<file path="src/rtl/sprite_anim_gen_pkg.sv">
// Shared types and screen defaults for the sprite animation generator.
// The screen constants are also used by the VGA sync generator.
package sprite_anim_gen_pkg;

  localparam int DEF_H_ACTIVE  = 640;
  localparam int DEF_V_ACTIVE  = 480;
  localparam int DEF_TICK_LINE = 481;

  typedef enum logic {
    MODE_MANUAL = 1'b0,
    MODE_BOUNCE = 1'b1
  } mode_e;

  typedef enum logic {
    ST_WAIT   = 1'b0,
    ST_UPDATE = 1'b1
  } state_e;

endpackage

</file>
<file path="src/rtl/sprite_anim_gen_axis_mover.sv">
// One-axis next-position logic: clamped manual step or bouncing step.
// dir_i = 1 means moving towards LIMIT, 0 towards zero.
module sprite_anim_gen_axis_mover
  import sprite_anim_gen_pkg::*;
#(
  parameter int W     = 10,
  parameter int LIMIT = 600,
  parameter int VEL   = 5
) (
  input  logic [W-1:0] pos_i,
  input  logic         dir_i,
  input  logic         inc_req_i,
  input  logic         dec_req_i,
  input  logic         bounce_en_i,
  output logic [W-1:0] pos_next_o,
  output logic         dir_next_o,
  output logic         reflect_o
);

  localparam int AW = W + 1;

  logic [AW-1:0] pos_w;
  logic [AW-1:0] up_w;
  logic [AW-1:0] dn_w;
  logic [AW-1:0] lim_w;
  logic [AW-1:0] pos_n;
  logic          dn_ok;
  logic          up_over;

  // One spare bit so pos+VEL cannot wrap before the limit compare.
  assign pos_w   = {1'b0, pos_i};
  assign lim_w   = AW'(LIMIT);
  assign up_w    = pos_w + AW'(VEL);
  assign dn_w    = pos_w - AW'(VEL);
  assign dn_ok   = pos_w >= AW'(VEL);
  assign up_over = up_w > lim_w;

  always_comb begin
    pos_n      = pos_w;
    dir_next_o = dir_i;
    reflect_o  = 1'b0;
    if (bounce_en_i) begin
      if (dir_i) begin
        if (up_over) begin
          pos_n      = lim_w;
          dir_next_o = 1'b0;
          reflect_o  = 1'b1;
        end else begin
          pos_n = up_w;
        end
      end else begin
        if (!dn_ok) begin
          pos_n      = '0;
          dir_next_o = 1'b1;
          reflect_o  = 1'b1;
        end else begin
          pos_n = dn_w;
        end
      end
    end else if (inc_req_i) begin
      pos_n = up_over ? lim_w : up_w;
    end else if (dec_req_i) begin
      pos_n = dn_ok ? dn_w : '0;
    end
  end

  assign pos_next_o = pos_n[W-1:0];

endmodule

</file>
<file path="src/rtl/sprite_anim_gen.sv">
// Square sprite over a background colour, moved once per frame either
// by push buttons or by bouncing off the screen walls.
module sprite_anim_gen #(
  parameter int H_ACTIVE  = sprite_anim_gen_pkg::DEF_H_ACTIVE,
  parameter int V_ACTIVE  = sprite_anim_gen_pkg::DEF_V_ACTIVE,
  parameter int COORD_W   = 10,
  parameter int SIZE      = 40,
  parameter int VEL       = 5,
  parameter int RGB_W     = 3,
  parameter logic [RGB_W-1:0] BG_COLOR = 'b110,
  parameter int TICK_LINE = sprite_anim_gen_pkg::DEF_TICK_LINE
) (
  input  logic               clk,
  input  logic               rst,
  input  logic [3:0]         push,
  input  logic               mode,
  input  logic               pause,
  input  logic [RGB_W-1:0]   obj_color,
  input  logic [COORD_W-1:0] pixel_x,
  input  logic [COORD_W-1:0] pixel_y,
  input  logic               video_on,
  output logic [RGB_W-1:0]   rgb,
  output logic               frame_tick,
  output logic               hit
);

  import sprite_anim_gen_pkg::*;

  localparam int CW   = COORD_W + 1;
  localparam int XMAX = H_ACTIVE - SIZE;
  localparam int YMAX = V_ACTIVE - SIZE;

  state_e state_q, state_d;

  logic               cond, cond_q;
  logic [COORD_W-1:0] x_q, x_d, x_nx;
  logic [COORD_W-1:0] y_q, y_d, y_nx;
  logic               dx_q, dx_d, dx_nx;
  logic               dy_q, dy_d, dy_nx;
  logic               rx, ry;
  logic               hit_q, hit_d;
  logic [RGB_W-1:0]   rgb_q, rgb_d;
  logic               bounce;
  logic               inc_x, dec_x, inc_y, dec_y;
  logic [CW-1:0]      x_end, y_end;
  logic               in_x, in_y;

  assign cond       = (pixel_y == COORD_W'(TICK_LINE)) && (pixel_x == '0);
  assign frame_tick = cond & ~cond_q;
  assign bounce     = mode_e'(mode) == MODE_BOUNCE;

  // Manual moves touch one axis only: right > left > down > up.
  assign inc_x = push[0];
  assign dec_x = ~push[0] & push[1];
  assign inc_y = ~|push[1:0] & push[2];
  assign dec_y = ~|push[2:0] & push[3];

  sprite_anim_gen_axis_mover #(
    .W(COORD_W), .LIMIT(XMAX), .VEL(VEL)
  ) u_ax_x (
    .pos_i(x_q), .dir_i(dx_q),
    .inc_req_i(inc_x), .dec_req_i(dec_x),
    .bounce_en_i(bounce),
    .pos_next_o(x_nx), .dir_next_o(dx_nx),
    .reflect_o(rx)
  );

  sprite_anim_gen_axis_mover #(
    .W(COORD_W), .LIMIT(YMAX), .VEL(VEL)
  ) u_ax_y (
    .pos_i(y_q), .dir_i(dy_q),
    .inc_req_i(inc_y), .dec_req_i(dec_y),
    .bounce_en_i(bounce),
    .pos_next_o(y_nx), .dir_next_o(dy_nx),
    .reflect_o(ry)
  );

  always_comb begin
    state_d = state_q;
    x_d     = x_q;
    y_d     = y_q;
    dx_d    = dx_q;
    dy_d    = dy_q;
    hit_d   = 1'b0;
    unique case (state_q)
      ST_WAIT: begin
        if (frame_tick) state_d = ST_UPDATE;
      end
      ST_UPDATE: begin
        state_d = ST_WAIT;
        if (!pause) begin
          x_d   = x_nx;
          y_d   = y_nx;
          dx_d  = dx_nx;
          dy_d  = dy_nx;
          hit_d = rx | ry;
        end
      end
    endcase
  end

  assign x_end = {1'b0, x_q} + CW'(SIZE - 1);
  assign y_end = {1'b0, y_q} + CW'(SIZE - 1);
  assign in_x  = (pixel_x >= x_q) && ({1'b0, pixel_x} <= x_end);
  assign in_y  = (pixel_y >= y_q) && ({1'b0, pixel_y} <= y_end);

  always_comb begin
    rgb_d = '0;
    if (video_on) rgb_d = (in_x && in_y) ? obj_color : BG_COLOR;
  end

  // cond_q resets high so no tick can escape while rst is held.
  always_ff @(posedge clk or posedge rst) begin
    if (rst) begin
      state_q <= ST_WAIT;
      cond_q  <= 1'b1;
      x_q     <= COORD_W'(XMAX / 2);
      y_q     <= COORD_W'(YMAX / 2);
      dx_q    <= 1'b1;
      dy_q    <= 1'b1;
      hit_q   <= 1'b0;
      rgb_q   <= '0;
    end else begin
      state_q <= state_d;
      cond_q  <= cond;
      x_q     <= x_d;
      y_q     <= y_d;
      dx_q    <= dx_d;
      dy_q    <= dy_d;
      hit_q   <= hit_d;
      rgb_q   <= rgb_d;
    end
  end

  assign rgb = rgb_q;
  assign hit = hit_q;

endmodule

</file>
<file path="config.mk">
export PLATFORM = sky130hd
export DESIGN_NAME = sprite_anim_gen
export DESIGN_NICKNAME = d
export VERILOG_FILES = /design/src/rtl/sprite_anim_gen_pkg.sv /design/src/rtl/sprite_anim_gen_axis_mover.sv /design/src/rtl/sprite_anim_gen.sv
export SDC_FILE = /design/constraint.sdc
export NUM_CORES = 1
export LEC_CHECK = 0
export BUFFER_PORTS_ARGS = -buffer_cell sky130_fd_sc_hd__buf_2
export CORE_UTILIZATION = 60
export DETAILED_ROUTE_END_ITERATION = 10
export HOLD_SLACK_MARGIN = 0.05
export PLACE_DENSITY_LB_ADDON = 0.12
export SYNTH_ARGS = -nofsm -noshare
export SYNTH_HDL_FRONTEND = slang
export SYNTH_SLANG_ARGS = --single-unit
</file>
<file path="constraint.sdc">
create_clock -name clk -period 8 [get_ports clk]
set_clock_uncertainty 0.2 [all_clocks]
set_input_delay 2.4 -clock clk [delete_from_list [all_inputs] [get_ports clk]]
set_output_delay 2.4 -clock clk [all_outputs]
set_load 0.01 [all_outputs]
</file>
* Word level (Yosys, flattened, before mapping)
Index checks and enable logic that the tools add are counted.
** Storage, ports and cells
- Register bits :: 28
- Bits in latches :: 0
- Bits in writable memories :: 0
- Bits in read-only memories :: 0
- Memories kept :: 0
** Operators by class
- Add/subtract/negate cells :: 6
- Multipliers :: 0
- Div/mod/pow operators :: 0
- $lt $le $gt $ge :: 8
- Equal/unequal tests :: 1
- Shift operators :: 0
- Mux-type cells :: 30
- Bitwise operators :: 9
- Reduce and logical (&&, ||, !) cells :: 14
** Operators with widths (number)
- $mux W10 :: 12
- $add A10 B3 Y11 const B :: 2
- $add A10 B6 Y11 const B :: 2
- $le A10 B11 Y1 :: 2
- $ge A10 B10 Y1 :: 2
- $ge A10 B3 Y1 const B :: 2
- $sub A10 B3 Y10 const B :: 2
- $mux W1 :: 15
- $gt A11 B10 Y1 const B :: 1
- $gt A11 B9 Y1 const B :: 1
- $eq A10 B9 Y1 const B :: 1
- $logic_not A10 Y1 :: 1
- $reduce_and A3 Y1 :: 3
- $mux W3 :: 2
- $reduce_bool A3 Y1 :: 2
- $and A1 B1 Y1 :: 4
- $logic_and A1 B1 Y1 :: 4
- $not A1 Y1 :: 4
- $reduce_or A3 Y1 :: 1
- $logic_not A1 Y1 :: 2
- $pmux W1 S2 :: 1
- $reduce_or A2 Y1 :: 1
- $or A1 B1 Y1 :: 1

* Longest topological paths before layout
Gate-level depths: netlist of run 1.
- Depth in word-level cells :: 8
- Mapped depth :: 13
- Depth with buffers taken out :: 13

* By module
Synthesis of run 1 repeated with hierarchy kept, for this count alone.
** Unflattened totals
- Cells, all modules :: 511
- Area, all modules :: 3968.8 um2
** By module, submodules not included
- sprite_anim_gen :: times used 1, cells each 251, area each 2329.7 um2, sequential area each 715.7 um2
- sprite_anim_gen_axis_mover (u_ax_x) :: times used 1, cells each 140, area each 868.3 um2, sequential area each 0.0 um2
- sprite_anim_gen_axis_mover (u_ax_y) :: times used 1, cells each 120, area each 770.7 um2, sequential area each 0.0 um2

* Worst setup path after synthesis of run 1
Ideal clock, no wire load.
- Path kind :: in2out
- From :: in pixel_x[1]
- To :: out frame_tick
- Arrival time :: 3294 ps
- Data required time :: 5400 ps
- Path slack :: 2106 ps
- Stages :: 4
- Path buffers :: 0
- Cells stage by stage :: or4_1 -> nor2_1 -> nand4_1 -> nor2_1
** Between the ends
- Cells in the longest elaborated chain, start to end :: 3
** RTL lines
- start, declared :: RTL line sprite_anim_gen.sv:19 : input logic [COORD_W-1:0] pixel_x,
- $logic_not A10 Y1 :: RTL line sprite_anim_gen.sv:48 : assign cond = (pixel_y == COORD_W'(TICK_LINE)) && (pixel_x == '0);
- $logic_and A1 B1 Y1 :: RTL line sprite_anim_gen.sv:48
- $and A1 B1 Y1 :: RTL line sprite_anim_gen.sv:49 : assign frame_tick = cond & ~cond_q;
- end, declared :: RTL line sprite_anim_gen.sv:23 : output logic frame_tick,
No other way between the ends.

* Worst setup path after layout of run 1
Same ends and word-level chain as after synthesis.

==> results.md, run 1 <==
- Share of flip-flops with an asynchronous set or reset: 100%
- Die extent in y: 78.8 um
- I/O pins: 37
- Setup crit start: pixel_x[1]
- Synth Area per Inst: slightly below 8 um2
- Peak supply drop: about 0.073 mV
- DIE AREA: just over 6000 um2
- GRT Total Usage: about a third
- Multi-input combinational cell area: 2600 um2
- EDFF count, synth: 0
- Starting density of the core: a little over three fifths
- TritonCTS Sinks: 28
- Post-Layout Inst Area: 3790 um2
- Synth unique cells: 67
- Post-cts sizing count: 0
- Post-CTS setup buffer count: 0
- Drt pass-1 iters: 5
- Met1 Usage GRT: approximately 39%
- Global-route wire length before repair: approximately 16000 um
- Cells after synthesis: between 400 and 500
- Synthesized flop and latch total: 28
- Yosys top cell by area: ha_1
- Clk Latency, worst-skew pair: between 200 and 300 ps
- PD cells: 96.5 nW/um2
- Met2 GRT Util: 59.5%
- Pleak: 1.55 nW
- Hold crit path type: reg2reg
- CP endpoint kind: output pin
- Mapped cell area: 3540 um2
- Fraction of layout cells with a size suffix above 1: between 10% and 20%
- Post-layout nets: 550
- Number of max-cap violations: 0
- Remaining Overflow, GRT: 0
- FMAX: 164 MHz
- Count leader, synth: ha_1
- Antenna diodes: 0
- Reg clk slew, reported paths: around 110 ps
- Worst Path Required: 5400 ps
- Top-area cell type share of the netlist area: 16.3%
- CP Launch Type: input port
- Routed Antenna Nets: 0
- Global-route met3 utilization: 3.33%
- Initial antenna violation count: 0
- Fin crit share: roughly 76%
- Yosys Warn Count: 0
- Drt total wl: around 9700 um
- Placed instance area: between 3000 and 4000 um2
- DRC Markers: 0
- Clk buf depth: 2
- CTS tree: yes
- Die X: 78.8 um
- H-tree Lvls: 1
- Final Hold Vio Count: 0
- Clock root buffer: clkbuf_8
- DP HPWL: about 7500 um
- GR peak layer: met2
- Setup TNS: 0 ps
- Ys flop type: dfrtp_1
- Crit path kind: in2out
- Storage element area: roughly 720 um2
- Max Slew Vio Count: 0
- Largest net degree at the start of global routing: 29
- Wire per inst: approximately 18 um
- Period minus WS final: 6080 ps
- Hold wc startpoint: dy_q$_DFFE_PP1P_
- IO buf count: 36
- Net Count, Synth: 528
- Worst reg2reg startpoint: y_q[0]$_DFFE_PP0P_
- Core Region: about 5600 um2
- Post-synth top cells: ha_1, a21oi_1, inv_1, nand2_1, nor2_1
- CTS Buf Count: 3
- Tightest Pin Transition: 1090 ps
- Area Growth Syn to Fin: 7.15%
- Vias in the first global route: roughly 3400
- CP Max Fanout: 3
- RSZ-0062 raised after global routing: no
- Register area share after synthesis: between 20 and 25%
- DR iter-0 viols: 191
- RD Place Congestion: roughly 0.97
- Via count: approximately 3600
- Vias/cell: 6.71
- Site Rows: 27
- Crit path arrival time: around 3500 ps
- Slew margin rel.: between 20 and 30%
- Status: finished clean
- Cts hold-fix bufs: 0
- Dominant cells by area after synthesis: ha_1, dfrtp_1, dfstp_2, xnor2_1, a21oi_1
- Number of fill cells: slightly above 500
- Setup-failing EPs final: 0
==> flip-flops by register name, summed over array words and instances, names as in the netlist <==
register  flops
cond_q        1
dx_q          1
dy_q          1
hit           1
rgb           3
state_q       1
x_q          10
y_q          10
==> cell families after synthesis <==
kind of cell    Yosys count  synth area share, %
fa+ha+maj                46                 16.3
compound gates          154                 28.8
xor+xnor                 22                 5.45
simple gates            141                 21.2
flops                    28                 20.2
buf+inv                  53                 6.23
mux                       6                 1.80
==> metal layers <==
layer | share of wire [%] | vias to the layer above | wire length, um
li1 | - | 1738 | -
met4 | 2.4 | 0 | 236
met3 | 5.7 | 31 | 555
met1 | 41 | 1716 | 3950
met2 | 51 | 156 | 4960
met5 | 0 | - | 0
==> through the flow <==
| step | utilization (%) | setup slack [ps] | hold slack, ps | instances | power (W) |
|---|---|---|---|---|---|
| 2_1_floorplan | - | 2110 | 223 | 450 | 0.000219 |
| 3_3_place_gp | 66.3 | 1910 | 294 | 539 | 0.000245 |
| 3_5_place_dp | 66.3 | 1910 | 327 | 539 | 0.000247 |
| 4_1_cts | 67.6 | 1910 | 340 | 543 | 0.000365 |
| 5_1_grt | 67.6 | 1820 | 367 | 543 | 0.000381 |
| 6_report | 67.6 | 1920 | 336 | 543 | 0.000366 |
==> where the power goes <==
| part | internal [W] | switching (W) |
|---|---|---|
| clock | 0.0000672 | 0.0000508 |
| sequential | 0.000146 | 0.00000791 |
| combinational | 0.0000408 | 0.0000525 |
==> worst paths after layout <==
path                                 endpoint  slack, ps  cells after the start
hold / removal               dy_q$_DFFE_PP1P_        340                      2
setup reg to reg             rgb[0]$_DFF_PP0_       4170                     12
max in group asynchronous    cond_q$_DFF_PP1_       5320                      3
setup / recovery                   frame_tick       1920                      6
min in group asynchronous  y_q[1]$_DFFE_PP0P_       1960                      3
hold reg to reg              dy_q$_DFFE_PP1P_        340                      2
==> layout by cell type, fill, tap and decap left out, types with 3 or more instances in the layout <==
cell type,count
nor2_1,26
nand2b_1,8
a21o_1,7
mux2_2,3
xnor2_1,22
a21oi_1,32
o21ai_1,20
o2111ai_1,3
inv_2,3
mux2i_1,3
dfstp_2,12
a211oi_1,8
clkbuf_8,3
nand4_1,9
a22oi_1,3
nand3_1,13
o21a_1,8
nor2b_1,4
inv_1,28
o21ai_0,21
nor3_1,20
a31oi_1,17
o31ai_1,3
or4_1,3
dfrtp_1,16
o211ai_1,3
o22ai_1,4
nor4_1,8
nand2_1,28
and3_1,4
buf_2,36
ha_1,46
or3_1,3
==> cell type report <==
| cell class | count | share of cell area [%] |
|---|---|---|
| multi-input combinational | 369 | 68.6 |
| sequential | 28 | 18.9 |
| timing repair buffer | 37 | 4.95 |
| inverter | 33 | 3.27 |
| tap | 72 | 2.38 |
| clock buffer | 3 | 1.09 |
| clock inverter | 1 | 0.793 |
==> worst max-delay path: stages <==
cell	delay (ps)
buf_2	110
or4_1	510
nor2_1	90
nand4_1	120
nor2_1	110
buf_2	130
Power figures use the tool's default switching activity.
==> run 2: changes to the inputs <==
- ABC_AREA: default -> 1
- CORE_UTILIZATION: 60 -> 55
- clock period: 8 -> 5 ns (I/O delays scaled with it)
==> results.md, run 2 <==
- PD cells: between 150 and 200 nW/um2
- Dominant cells by area after synthesis: ha_1, nand2_1, dfrtp_1, dfstp_2, xor2_1
- Reg clk slew, reported paths: 100 ps
- Hold Crit Endpoint: state_q$_DFF_PP0_
- Placed Instances: around 640
- Area Growth Syn to Fin: 7.55%
- Peak supply drop: roughly 0.12 mV
- Ys flop type: dfrtp_1
- Fin cells: approximately 650
- RD Place Congestion: 0.927
- Cell Int Power: 0.000404 W
- Crit path arrival time: around 2600 ps
- Register area share after synthesis: 19.8%
- Drt pass-1 iters: 5
- Fraction of layout cells with a size suffix above 1: 15.0%
- Core Region: 6350 um2
- Cts hold-fix bufs: 0
- Worst Path Required: ~3300 ps
- IO buf count: 36
- DIE AREA: 6900 um2
- FMAX: around 230 MHz
- CP Launch Type: input port
- Initial antenna violation count: 0
- GRT Total Usage: between 20 and 30%
- CP endpoint kind: output pin
- Die extent in y: 83.0 um
- DP HPWL: about 7400 um
- Post-layout nets: about 650
- CTS Buf Count: 3
- Largest net degree at the start of global routing: 20
- Share of flip-flops with an asynchronous set or reset: 100%
- H-tree Lvls: 1
- Hold crit path type: reg2reg
- Post-cts sizing count: 0
- Seq pwr share: approximately two fifths
- Setup TNS: 0 ps
- Global-route met3 utilization: under 10%
- Crit path kind: in2out
- Net switching power figure: 0.000273 W
- Top-area cell type share of the netlist area: 15.9%
- DRC Markers: 0
- Clock root buffer: clkbuf_8
- Clk Latency, worst-skew pair: between 200 and 300 ps
- Setup-failing EPs final: 0
- Synth unique cells: 46
- Net Count, Synth: approximately 620
- Yosys top cell by area: ha_1
- Most frequent cells in the layout: nand2_1, inv_1, nor2_1
- Total power: roughly 0.00068 W
- Number of max-cap violations: 0
- Worst reg2reg startpoint: y_q[0]$_DFFE_PP0P_
- Drt total wl: about 9000 um
- Placed instance area: between 3000 and 4000 um2
- Synthesized flop and latch total: 28
- I/O pins: 37
- CTS tree: yes
- Final Hold Vio Count: 0
- Post-CTS setup buffer count: 0
- Site Rows: 29
- Starting density of the core: a little under three fifths
- Layout Utilization: about three fifths
- Routed Antenna Nets: 0
- Clk buf depth: 2
- Commonest non-fill, non-tap cell in the layout: nand2_1
- Comb power frac: roughly 40%
- Met2 GRT Util: roughly 50%
- Status: finished clean
- Reg2Reg Capture Point: rgb[1]$_DFF_PP0_
- Max Slew Vio Count: 0
- TritonCTS Sinks: 28
- Period minus WS final: between 4000 and 5000 ps
- Hold path cells: 1
- Antenna diodes: 0
- Wire per inst: approximately 14 um
- Switching Share: between 40 and 50%
- Slew margin rel.: between 50 and 60%
- Number of fill cells: approximately 620
- Tightest Pin Transition: 745 ps
- R2R depth: 17
- CP Max Fanout: 3
- Post-Layout Inst Area: between 3000 and 4000 um2
- Met1 Usage GRT: between 30% and 40%
- DR iter-0 viols: 135
- Vias in the first global route: 3601
- Cells after synthesis: ~540
- Clock power share: around a fifth
- Vias/cell: ~5.6
- Yosys Warn Count: 0
- Mapped cell area: between 3000 and 4000 um2
- RSZ-0062 raised after global routing: no
- Remaining Overflow, GRT: 0
- EDFF count, synth: 0
- Global-route wire length before repair: roughly 16000 um
- Synth Area per Inst: a little under 7 um2
- Fin crit share: around 86%
- GR peak layer: met2
- Post-synth top cells: nand2_1, inv_1, nor2_1, ha_1, nand3_1
- Die X: between 80 and 90 um
- Worst reg2reg setup slack: 1630 ps
- Pleak: 1.96 nW
- Count leader, synth: nand2_1
- Hold wc startpoint: state_q$_DFF_PP0_
- Via count: around 3600
run 2: cell count changes after synthesis, moves of 8 or more:
cell and change:
o21ai_0 +14, nor3_1 -11, inv_1 +27, nand2_1 +98, nand2b_1 -8, xnor2_1 -22, xor2_1 +28, a31oi_1 -16
o21ai_1 -15, nor2_1 +28, clkbuf_1 -9, nand3_1 +25
run 2: per-layer routing:
layer  share of wire, %  vias to the layer above
li1                   -                     1850
met1                 43                     1653
met2                 50                       79
met3                3.1                       34
met4                4.2                        0
met5                  0                        -
run 2: power by group through the flow:
stage	combinational, W	clock (W)	sequential, W
after CTS	0.000278	0.000139	0.000265
after global placement	0.000270	0	0.000269
after detailed placement	0.000276	0	0.000269
final	0.000277	0.000135	0.000265
after global routing	0.000323	0.000148	0.000268
after floorplan	0.000215	0	0.000256
run 2: final cells by class:
class	instances	area (um2)	share of cell area, %
Multi-Input combinational cell	433	2580	66.3
Sequential cell	28	716	18.4
Inverter	64	248	6.38
Timing Repair Buffer	39	203	5.22
Tap cell	77	96.3	2.48
Clock buffer	4	45.0	1.16
run 2: worst max-delay path: stages:
cell,delay [ps]
buf_2,120
or4_1,520
nor2_1,100
nand3_1,100
nor2_1,120
buf_2,130
run 2: worst max path at each step:
stage               startpoint    endpoint  slack, ps
global placement    pixel_x[3]  frame_tick        720
global route        pixel_x[0]  frame_tick        570
detailed placement  pixel_x[3]  frame_tick        700
floorplan           pixel_x[3]  frame_tick        930
CTS                 pixel_x[3]  frame_tick        700
finish              pixel_x[3]  frame_tick        710
run 2: cells by family after synthesis:
kind of cell	Yosys count	share of synthesized area [%]
XOR/XNOR	29	7.24
flip-flops	28	19.8
AND/OR/NAND/NOR	264	33.5
AO/OA/AOI/OAI	94	14.7
buffers and inverters	76	8.83
adder cells (fa/ha/maj)	46	15.9
run 2: per-stage QoR:
stage / setup WS [ps] / hold WS (ps)
final: 707 / 303
after floorplan: 927 / 208
after detailed placement: 696 / 304
after global routing: 569 / 346
after global placement: 721 / 311
after CTS: 696 / 319
